## config.mk

```make
export PLATFORM = sky130hd
export DESIGN_NAME = seg7_scan_reader
export DESIGN_NICKNAME = d
export VERILOG_FILES = /design/src/rtl/seg7_scan_reader.sv
export SDC_FILE = /design/constraint.sdc
export NUM_CORES = 1
export LEC_CHECK = 0
export BUFFER_PORTS_ARGS = -buffer_cell sky130_fd_sc_hd__buf_2
export CAP_MARGIN = 30
export CORE_ASPECT_RATIO = 0.5
export CORE_MARGIN = 2
export CORE_UTILIZATION = 52
export CTS_CLUSTER_DIAMETER = 60
export DETAILED_ROUTE_END_ITERATION = 7
export PLACE_DENSITY = 0.78
export RECOVER_POWER = 100
export SLEW_MARGIN = 20
export SYNTH_ARGS = -nofsm -noshare
export SYNTH_HDL_FRONTEND = slang
export SYNTH_SLANG_ARGS = --single-unit
```

## constraint.sdc

```tcl
create_clock -name clk -period 2 [get_ports clk]
set_input_delay 0.1 -clock clk [delete_from_list [all_inputs] [get_ports clk]]
set_output_delay 0.1 -clock clk [all_outputs]
set_load 0.1 [all_outputs]
```

## src/rtl/seg7_scan_reader.sv

```systemverilog
// Rebuilds the value shown on a multiplexed 4-digit common-anode 7-segment bus.
// Each digit is captured once it has dwelt unchanged long enough; four digits make a frame.
module seg7_scan_reader #(
    parameter int unsigned STABLE_CYC = 4,
    parameter int unsigned CNT_W      = 3
) (
    input  logic        clk,
    input  logic        rst_n,
    input  logic [3:0]  an,
    input  logic [7:0]  seg,
    output logic [15:0] value,
    output logic [3:0]  points,
    output logic [3:0]  blank,
    output logic [3:0]  err,
    output logic        frame_valid
);

    localparam logic [CNT_W-1:0] CNT_MAX = CNT_W'(STABLE_CYC - 1);

    logic [3:0]       an_q, an_p;
    logic [7:0]       seg_q, seg_p;
    logic [CNT_W-1:0] cnt_q;
    logic             captured_q;
    logic [3:0]       seen_q;
    logic             complete_q;
    logic [15:0]      sh_val;
    logic [3:0]       sh_pt, sh_bl, sh_er;

    logic             changed, onehot, capture;
    logic [1:0]       idx;
    logic [3:0]       sel, seen_nxt;
    logic [5:0]       dec;

    // Returns {blank, err, nibble} for a lit mask in gfedcba order.
    function automatic logic [5:0] decode(input logic [6:0] lit);
        logic [5:0] r;
        unique case (lit)
            7'h3F:   r = 6'h00;
            7'h06:   r = 6'h01;
            7'h5B:   r = 6'h02;
            7'h4F:   r = 6'h03;
            7'h66:   r = 6'h04;
            7'h6D:   r = 6'h05;
            7'h7D:   r = 6'h06;
            7'h07:   r = 6'h07;
            7'h7F:   r = 6'h08;
            7'h6F:   r = 6'h09;
            7'h77:   r = 6'h0A;
            7'h7C:   r = 6'h0B;
            7'h39:   r = 6'h0C;
            7'h5E:   r = 6'h0D;
            7'h79:   r = 6'h0E;
            7'h71:   r = 6'h0F;
            7'h00:   r = 6'b10_0000;
            default: r = 6'b01_0000;
        endcase
        return r;
    endfunction

    always_comb begin
        onehot = 1'b1;
        idx    = 2'd0;
        unique case (an_q)
            4'b1110: idx = 2'd0;
            4'b1101: idx = 2'd1;
            4'b1011: idx = 2'd2;
            4'b0111: idx = 2'd3;
            default: onehot = 1'b0;
        endcase
        sel      = 4'b0001 << idx;
        changed  = {an_q, seg_q} != {an_p, seg_p};
        capture  = !changed && onehot && (cnt_q == CNT_MAX) && !captured_q;
        dec      = decode(~seg_q[6:0]);
        // A completion copy clears seen; a capture in that same cycle starts the new frame.
        seen_nxt = (complete_q ? 4'h0 : seen_q) | (capture ? sel : 4'h0);
    end

    always_ff @(posedge clk or negedge rst_n) begin
        if (!rst_n) begin
            an_q  <= 4'hF;
            seg_q <= 8'hFF;
            an_p  <= 4'hF;
            seg_p <= 8'hFF;
        end else begin
            an_q  <= an;
            seg_q <= seg;
            an_p  <= an_q;
            seg_p <= seg_q;
        end
    end

    always_ff @(posedge clk or negedge rst_n) begin
        if (!rst_n) begin
            cnt_q      <= '0;
            captured_q <= 1'b0;
        end else if (changed || !onehot) begin
            cnt_q      <= '0;
            captured_q <= 1'b0;
        end else begin
            if (cnt_q != CNT_MAX) begin
                cnt_q <= cnt_q + CNT_W'(1);
            end
            if (capture) begin
                captured_q <= 1'b1;
            end
        end
    end

    always_ff @(posedge clk or negedge rst_n) begin
        if (!rst_n) begin
            seen_q     <= 4'h0;
            complete_q <= 1'b0;
            sh_val     <= 16'h0000;
            sh_pt      <= 4'h0;
            sh_bl      <= 4'hF;
            sh_er      <= 4'h0;
        end else begin
            seen_q     <= seen_nxt;
            complete_q <= capture && (seen_nxt == 4'hF);
            if (capture) begin
                sh_val[{idx, 2'b00} +: 4] <= dec[3:0];
                sh_pt[idx]                <= ~seg_q[7];
                sh_bl[idx]                <= dec[5];
                sh_er[idx]                <= dec[4];
            end
        end
    end

    always_ff @(posedge clk or negedge rst_n) begin
        if (!rst_n) begin
            value       <= 16'h0000;
            points      <= 4'h0;
            blank       <= 4'hF;
            err         <= 4'h0;
            frame_valid <= 1'b0;
        end else begin
            frame_valid <= complete_q;
            if (complete_q) begin
                value  <= sh_val;
                points <= sh_pt;
                blank  <= sh_bl;
                err    <= sh_er;
            end
        end
    end

endmodule
```

==> impl_results.md, run 1 <==
- Initial antenna violation count: 0
- Slowest cell on crit path: dfstp_2
- Core area: between 0.007 and 0.008 mm²
- Worst reg-to-reg path cell count: 6
- Fmax: about 460 MHz
- Final #Nets: approximately 440
- Routed Antenna Nets: 0
- Die W: 126 µm
- Top-Level Pins: between 40 and 50
- Remaining global-route overflow: 0
- Num CTS Buffers: 9
- Post-synth top cells: dfrtp_1 (58), dfstp_2 (32), o21ai_0 (32)
- Pre-antenna DRT Iters: 4
- # DRC: 0
- Layout cells sized above 1: 51.9%
- Slew headroom: between 30% and 40%
- H-Tree Depth: 3
- Die H: around 65 µm
- Clock sink total: 90
- Final worst slack: -184 ps
- Top post-synthesis cells by area: dfrtp_1 (37%), dfstp_2 (22%), mux2_2 (8.1%), o21ai_0 (4.1%), xnor2_1 (2.9%)
- Effective utilization at floorplan: a little over half
- Hold Crit Depth: 2
- Clk_skew: 10.7 ps
- Top cell type by total area after synthesis: dfrtp_1
- Synth unique cells: 47
- Overall routing resource usage: about 23%
- Antenna Cells: 0
- Final setup TNS: -1930 ps
- Final Non-Filler Cells: slightly above 500
- WP data required: between 2000 and 2500 ps
- Hpwl dp: between 5000 and 6000 µm
- Global-route wire length before repair: between 10000 and 15000 µm
- DIE AREA: around 0.008 mm²
- Final hold slack: between 300 and 400 ps
- Max stage delay on crit path: 640 ps
- Worst skew pair latency: roughly 340 ps
- Fin crit period: approximately 2200 ps
- Clock root cell: clkbuf_16
- Critical path startpoint category: register
- Reg2reg setup slack: -180 ps
- Gate Count Post-Synth: about 320
- CP Depth: 6
- Cell count after placement: about 480
- Slew @ Worst Pin: 962 ps
- Async set-reset flop share out of synthesis: between 90% and 100%
- Final Cell Area: ~0.0053 mm²
- Synthesized area: 0.00387 mm²
- Final Hold Viols: 0
- Buf/Inv on CP: 1
- Pre-CTS WS: -191 ps
- Pwr Density: about 730 mW/mm²
- Area of the multi-input gates: 0.00181 mm²
- Kind of end point of the critical path: register
- Post-DR wirelength/cell: around 19 µm
- Placed inst area: 0.00438 mm²
- Number of synthesized flops with an enable pin: 0
- Num rows: 22
- Status: finished, violations left
- Vias in the first global route: just under 3k
- Largest net degree at the start of global routing: between 40 and 50
- Mean Syn Cell Area: 12.0 µm²
- Top-count cell post-synth: dfrtp_1
- Max IR drop VDD: approximately 0.00084 V
- Reg area: approximately 0.0023 mm²
- Final setup fails: 33
- Pleak: 2.32 nW
- #FFs+latches synth: 90
- Sequential area share after synthesis: roughly three fifths
- Area grow syn2layout: 35.6%
- Violated checks: negative setup slack
- Synth top area share: approximately 37%
- Syn Nets: 342
- Number of buffers added on ports: 42
- Layout filler cell count: between 400 and 500
- Aggregate routed wire length: 9680 µm
- Synth warn: 0
- CTS tree: built
- 1st-iter DRT viols: around 270
- Max Cap Violations: 0
- Final period util: 109%
- Worst-path clk slew: 60 ps
- Max-slew violation count: 0
- HP Class: primary input to register
- Clock buffer depth: 2
- RSZ-0062 raised after global routing: true
- CP max FO: 8
- Most common flop cell mapped by yosys: dfrtp_1
- Detailed-route via count: 2998
- RD Place Congestion: between 0.8 and 0.9
- Most used cell, CP: o21ai_1
- Vias per inst: slightly below 6
- Delay-heaviest family, CP: compound AO/OA/AOI/OAI gates
- Cells along the critical path: and2b_1, o211ai_1, a2111o_2, buf_6, o21ai_1, o21ai_1
- WP data arrival: ~2400 ps
- Kind of critical path: register to register
-- path summary, 6_finish.rpt --
path / start / end
worst min register to register: an_q[2]$_DFF_PN1_ / an_p[2]$_DFF_PN1_
max in group asynchronous: rst_n / sh_bl[3]$_DFFE_PN1P_
worst min-delay path: seg[5] / seg_q[5]$_DFF_PN1_
worst max-delay path: an_q[1]$_DFF_PN1_ / sh_val[3]$_DFFE_PN0P_
worst max register to register: an_q[1]$_DFF_PN1_ / sh_val[3]$_DFFE_PN0P_
min in group asynchronous: rst_n / err[0]$_DFFE_PN0P_
-- area by class of cell --
type | instances | share of cell area [%]
repair buffers | 97 | 13.4
inverters | 9 | 0.690
multi-input cells | 209 | 34.4
clock buffers | 11 | 4.62
flip-flops and latches | 90 | 43.6
clock inverters | 4 | 0.976
well taps | 96 | 2.29
-- layer usage --
metal / vias up / wire, µm / GRT usage (%)
li1: 1348 / - / -
met1: 1495 / 3740 / 26.8
met2: 118 / 4980 / 40.1
met3: 37 / 620 / 6.69
met4: 0 / 332 / 8.52
met5: - / 0 / 0
-- what timing repair did --
item                                    CTS  global route
gates resized for setup                  48            64
buffers inserted                          7             3
pin swaps                                17            24
hold endpoints to repair                 27             0
hold buffers                             13             0
gates cloned                              1             0
endpoints found under the setup margin   28            37
-- cell usage in the layout, fill, tap and decap left out, drive strengths merged, types with 4 or more instances in the layout --
master        n
buf          83
dfrtp        58
o21ai        54
dfstp        32
mux2         28
nor2         16
dlygate4sd3  13
nand2        13
xnor2        13
nand3        13
clkbuf       12
inv          10
nand4         8
ha            6
a21oi         5
mux2i         4
o2bb2ai       4
xor2          4
-- worst register-to-register path, delay by kind of cell (launching register included) --
kind	cells	cell delay, ps
compound gates	4	1050
simple gates	1	180
flops	1	640
buf+inv	1	200
-- power breakdown --
part / internal [mW] / total, mW / leakage [nW] / switching, mW
Sequential: 1.87 / 1.90 / 1.14 / 0.0324
Combinational: 0.116 / 0.260 / 1.04 / 0.143
Clock: 0.997 / 1.67 / 0.144 / 0.671
-- stage by stage --
step | utilization [%] | power, mW
floorplan | - | 2.02
global placement | 60.3 | 2.11
detailed placement | 60.3 | 2.12
CTS | 68.2 | 3.81
global route | 72.3 | 3.97
finish | 72.3 | 3.83
-- logic make-up (layout without fill, tap and decap cells) --
kind of cell             after synthesis  after routing  synth area share (%)
XOR/XNOR                              17             17                  3.84
buffers and inverters                 23            121                  2.74
multiplexers                          32             32                  9.17
AND/OR/NAND/NOR                       76             76                  11.1
flip-flops                            90             90                  59.2
AO/OA/AOI/OAI                         78             78                  12.1
adder cells (fa/ha/maj)                6              6                  1.94
-- registers in the layout (all words and copies together), names as in the netlist, 8 cells and up --
name	cells
sh_val	16
seg_q	8
value	16
seg_p	8
Power figures use the tool's default switching activity.
==> run 2, diff against run 1 <==
--- a/config.mk
+++ b/config.mk
@@ -14,6 +14,7 @@
 export DETAILED_ROUTE_END_ITERATION = 7
 export PLACE_DENSITY = 0.78
 export RECOVER_POWER = 100
+export SKIP_CTS_REPAIR_TIMING = 1
 export SLEW_MARGIN = 20
 export SYNTH_ARGS = -nofsm -noshare
 export SYNTH_HDL_FRONTEND = slang
==> run 2 against run 1 <==
Against the previous run: the run still ends with negative setup slack left; cell area decreased by 6.6%; utilization decreased by 4.8 points; power decreased by 1.2%; sequential share of layout area increased by 3.1 points; via count decreased by 2.8%; global-route usage decreased by 1.3 points; die area unchanged; critical endpoint is now sh_pt[3]$_DFFE_PN0P_.
==> impl_results.md, run 2 (same netlist as run 1, synthesis figures left out) <==
- Detailed-route via count: about 2.9k
- Post-DR wirelength/cell: between 15 and 20 µm
- Aggregate routed wire length: approximately 8500 µm
- RD Place Congestion: roughly 0.83
- Reg-to-Reg End: sh_pt[3]$_DFFE_PN0P_
- H-Tree Depth: 3
- RSZ-0062 raised after global routing: true
- GR peak layer: met2
- Clock root cell: clkbuf_16
- Final worst slack: -127 ps
- Reg power frac: 50.2%
- Area grow syn2layout: 26.7%
- Pwr Density: just under 800 mW/mm²
- Layout cells sized above 1: between 40% and 50%
- Cell count after placement: about 480
- CTS tree: built
- Fin crit period: between 2000 and 2500 ps
- Hpwl dp: between 5000 and 6000 µm
- Vias in the first global route: ~2.8k
- Violated checks: negative setup slack
- Top-Level Pins: 43
- Int Power: around 3 mW
- Effective utilization at floorplan: a little over half
- Buf/Inv on CP: 1
- Die W: between 100 and 150 µm
- Max stage delay on crit path: about 610 ps
- Overall routing resource usage: approximately 21%
- Kind of end point of the critical path: register
- Final setup fails: 25
- Worst-path clk slew: around 60 ps
- Clock buffer depth: 2
- Delay-heaviest family, CP: compound AO/OA/AOI/OAI gates
- Final #Nets: around 430
- # DRC: 0
- DIE AREA: ~0.008 mm²
- CP max FO: 7
- Global-route wire length before repair: ~14000 µm
- Most common cell after layout, fill and taps aside: dfrtp_1
- Kind of critical path: register to register
- Pre-CTS WS: -191 ps
- Met2 Use GR: a little over a third
- Die H: about 65 µm
- Slew headroom: around 67%
- Top flop regs: sh_val x16, value x16
- Final Non-Filler Cells: around 500
- Largest net degree at the start of global routing: between 40 and 50
- Clk_skew: between 8 and 9 ps
- Antenna Cells: 0
- HP Class: primary input to async pin
- Critical path startpoint category: register
- Clock share of power: between 40% and 50%
- Combinational Power Share: a little over 6%
- Met3 usage: approximately 6.7%
- Vias per inst: 5.72
- Switch Pwr: slightly above 800 µW
- Cells along the critical path: xor2_2, nand3_4, a2111o_1, buf_4, o21ai_0, o21ai_0
- Critical register-to-register path startpoint: an_q[3]$_DFF_PN1_
- Reg2reg setup slack: -130 ps
- Num CTS Buffers: 9
- Worst reg-to-reg path cell count: 6
- Final hold slack: 278 ps
- Clock sink total: 90
- Initial antenna violation count: 0
- Pre-antenna DRT Iters: 4
- Routed Antenna Nets: 0
- Switch share: 21.5%
- Final period util: 106%
- Slowest cell on crit path: dfstp_2
- Slew @ Worst Pin: 497 ps
- Worst skew pair latency: 340 ps
- Max Cap Violations: 0
- Remaining global-route overflow: 0
- Number of buffers added on ports: 42
- Pleak: 2.22 nW
- Fmax: 470 MHz
- WP data arrival: 2340 ps
- 1st-iter DRT viols: ~240
- Most used cell, CP: o21ai_0
- Num rows: 22
- Max-slew violation count: 0
- Most frequent cells in the layout: dfrtp_1 (58), buf_2 (40), o21ai_1 (34)
- Met1 usage: between 20% and 30%
- Core area: approximately 0.0073 mm²
- WP data required: 2210 ps
- Status: finished, violations left
- CP Depth: 6
- Max IR drop VDD: between 0.0008 and 0.0009 V
- Final Hold Viols: 0
-- run 2: final cells by class --
cell class              instances  area (µm²)
multi-input cells             209        1540
flip-flops and latches         90        2290
fillers                       528        2360
repair buffers                 90         629
inverters                       9        33.8
clock buffers                  11         243
well taps                      96         120
clock inverters                 4        51.3
-- run 2: through the flow --
stage / power [mW] / area, µm² / setup TNS, ps / utilization [%]
floorplan: 2.02 / 3870 / 0 / -
global placement: 2.11 / 4380 / -30.8 / 60.3
detailed placement: 2.12 / 4380 / -2170 / 60.3
CTS: 3.79 / 4670 / -2830 / 64.3
global route: 3.93 / 4910 / -3750 / 67.6
finish: 3.78 / 4910 / -1130 / 67.6
-- run 2: power groups by stage --
stage | combinational (mW) | sequential [mW] | clock (mW)
final | 0.229 | 1.90 | 1.65
after global routing | 0.253 | 1.90 | 1.78
after CTS | 0.197 | 1.90 | 1.69
after detailed placement | 0.196 | 1.93 | 0
after global placement | 0.188 | 1.92 | 0
after floorplan | 0.102 | 1.92 | 0
-- run 2: layer usage --
layer  routed length [µm]  share of wire, %
met5                    0                 0
met4                  161               1.9
met3                  579               6.8
met2                 4260                50
met1                 3450                41
-- run 2: how the worst max path moves through the flow --
stage          slack (ps)                from              endpoint
5_1_grt              -170   an_q[3]$_DFF_PN1_  sh_bl[1]$_DFFE_PN1P_
2_1_floorplan          20  seg_q[6]$_DFF_PN1_  complete_q$_DFF_PN0_
6_report             -130   an_q[3]$_DFF_PN1_  sh_pt[3]$_DFFE_PN0P_
3_5_place_dp         -190   an_q[3]$_DFF_PN1_  sh_pt[1]$_DFFE_PN0P_
3_3_place_gp          -20   an_q[1]$_DFF_PN1_  sh_bl[3]$_DFFE_PN1P_
4_1_cts              -230   an_q[0]$_DFF_PN1_  sh_bl[3]$_DFFE_PN1P_
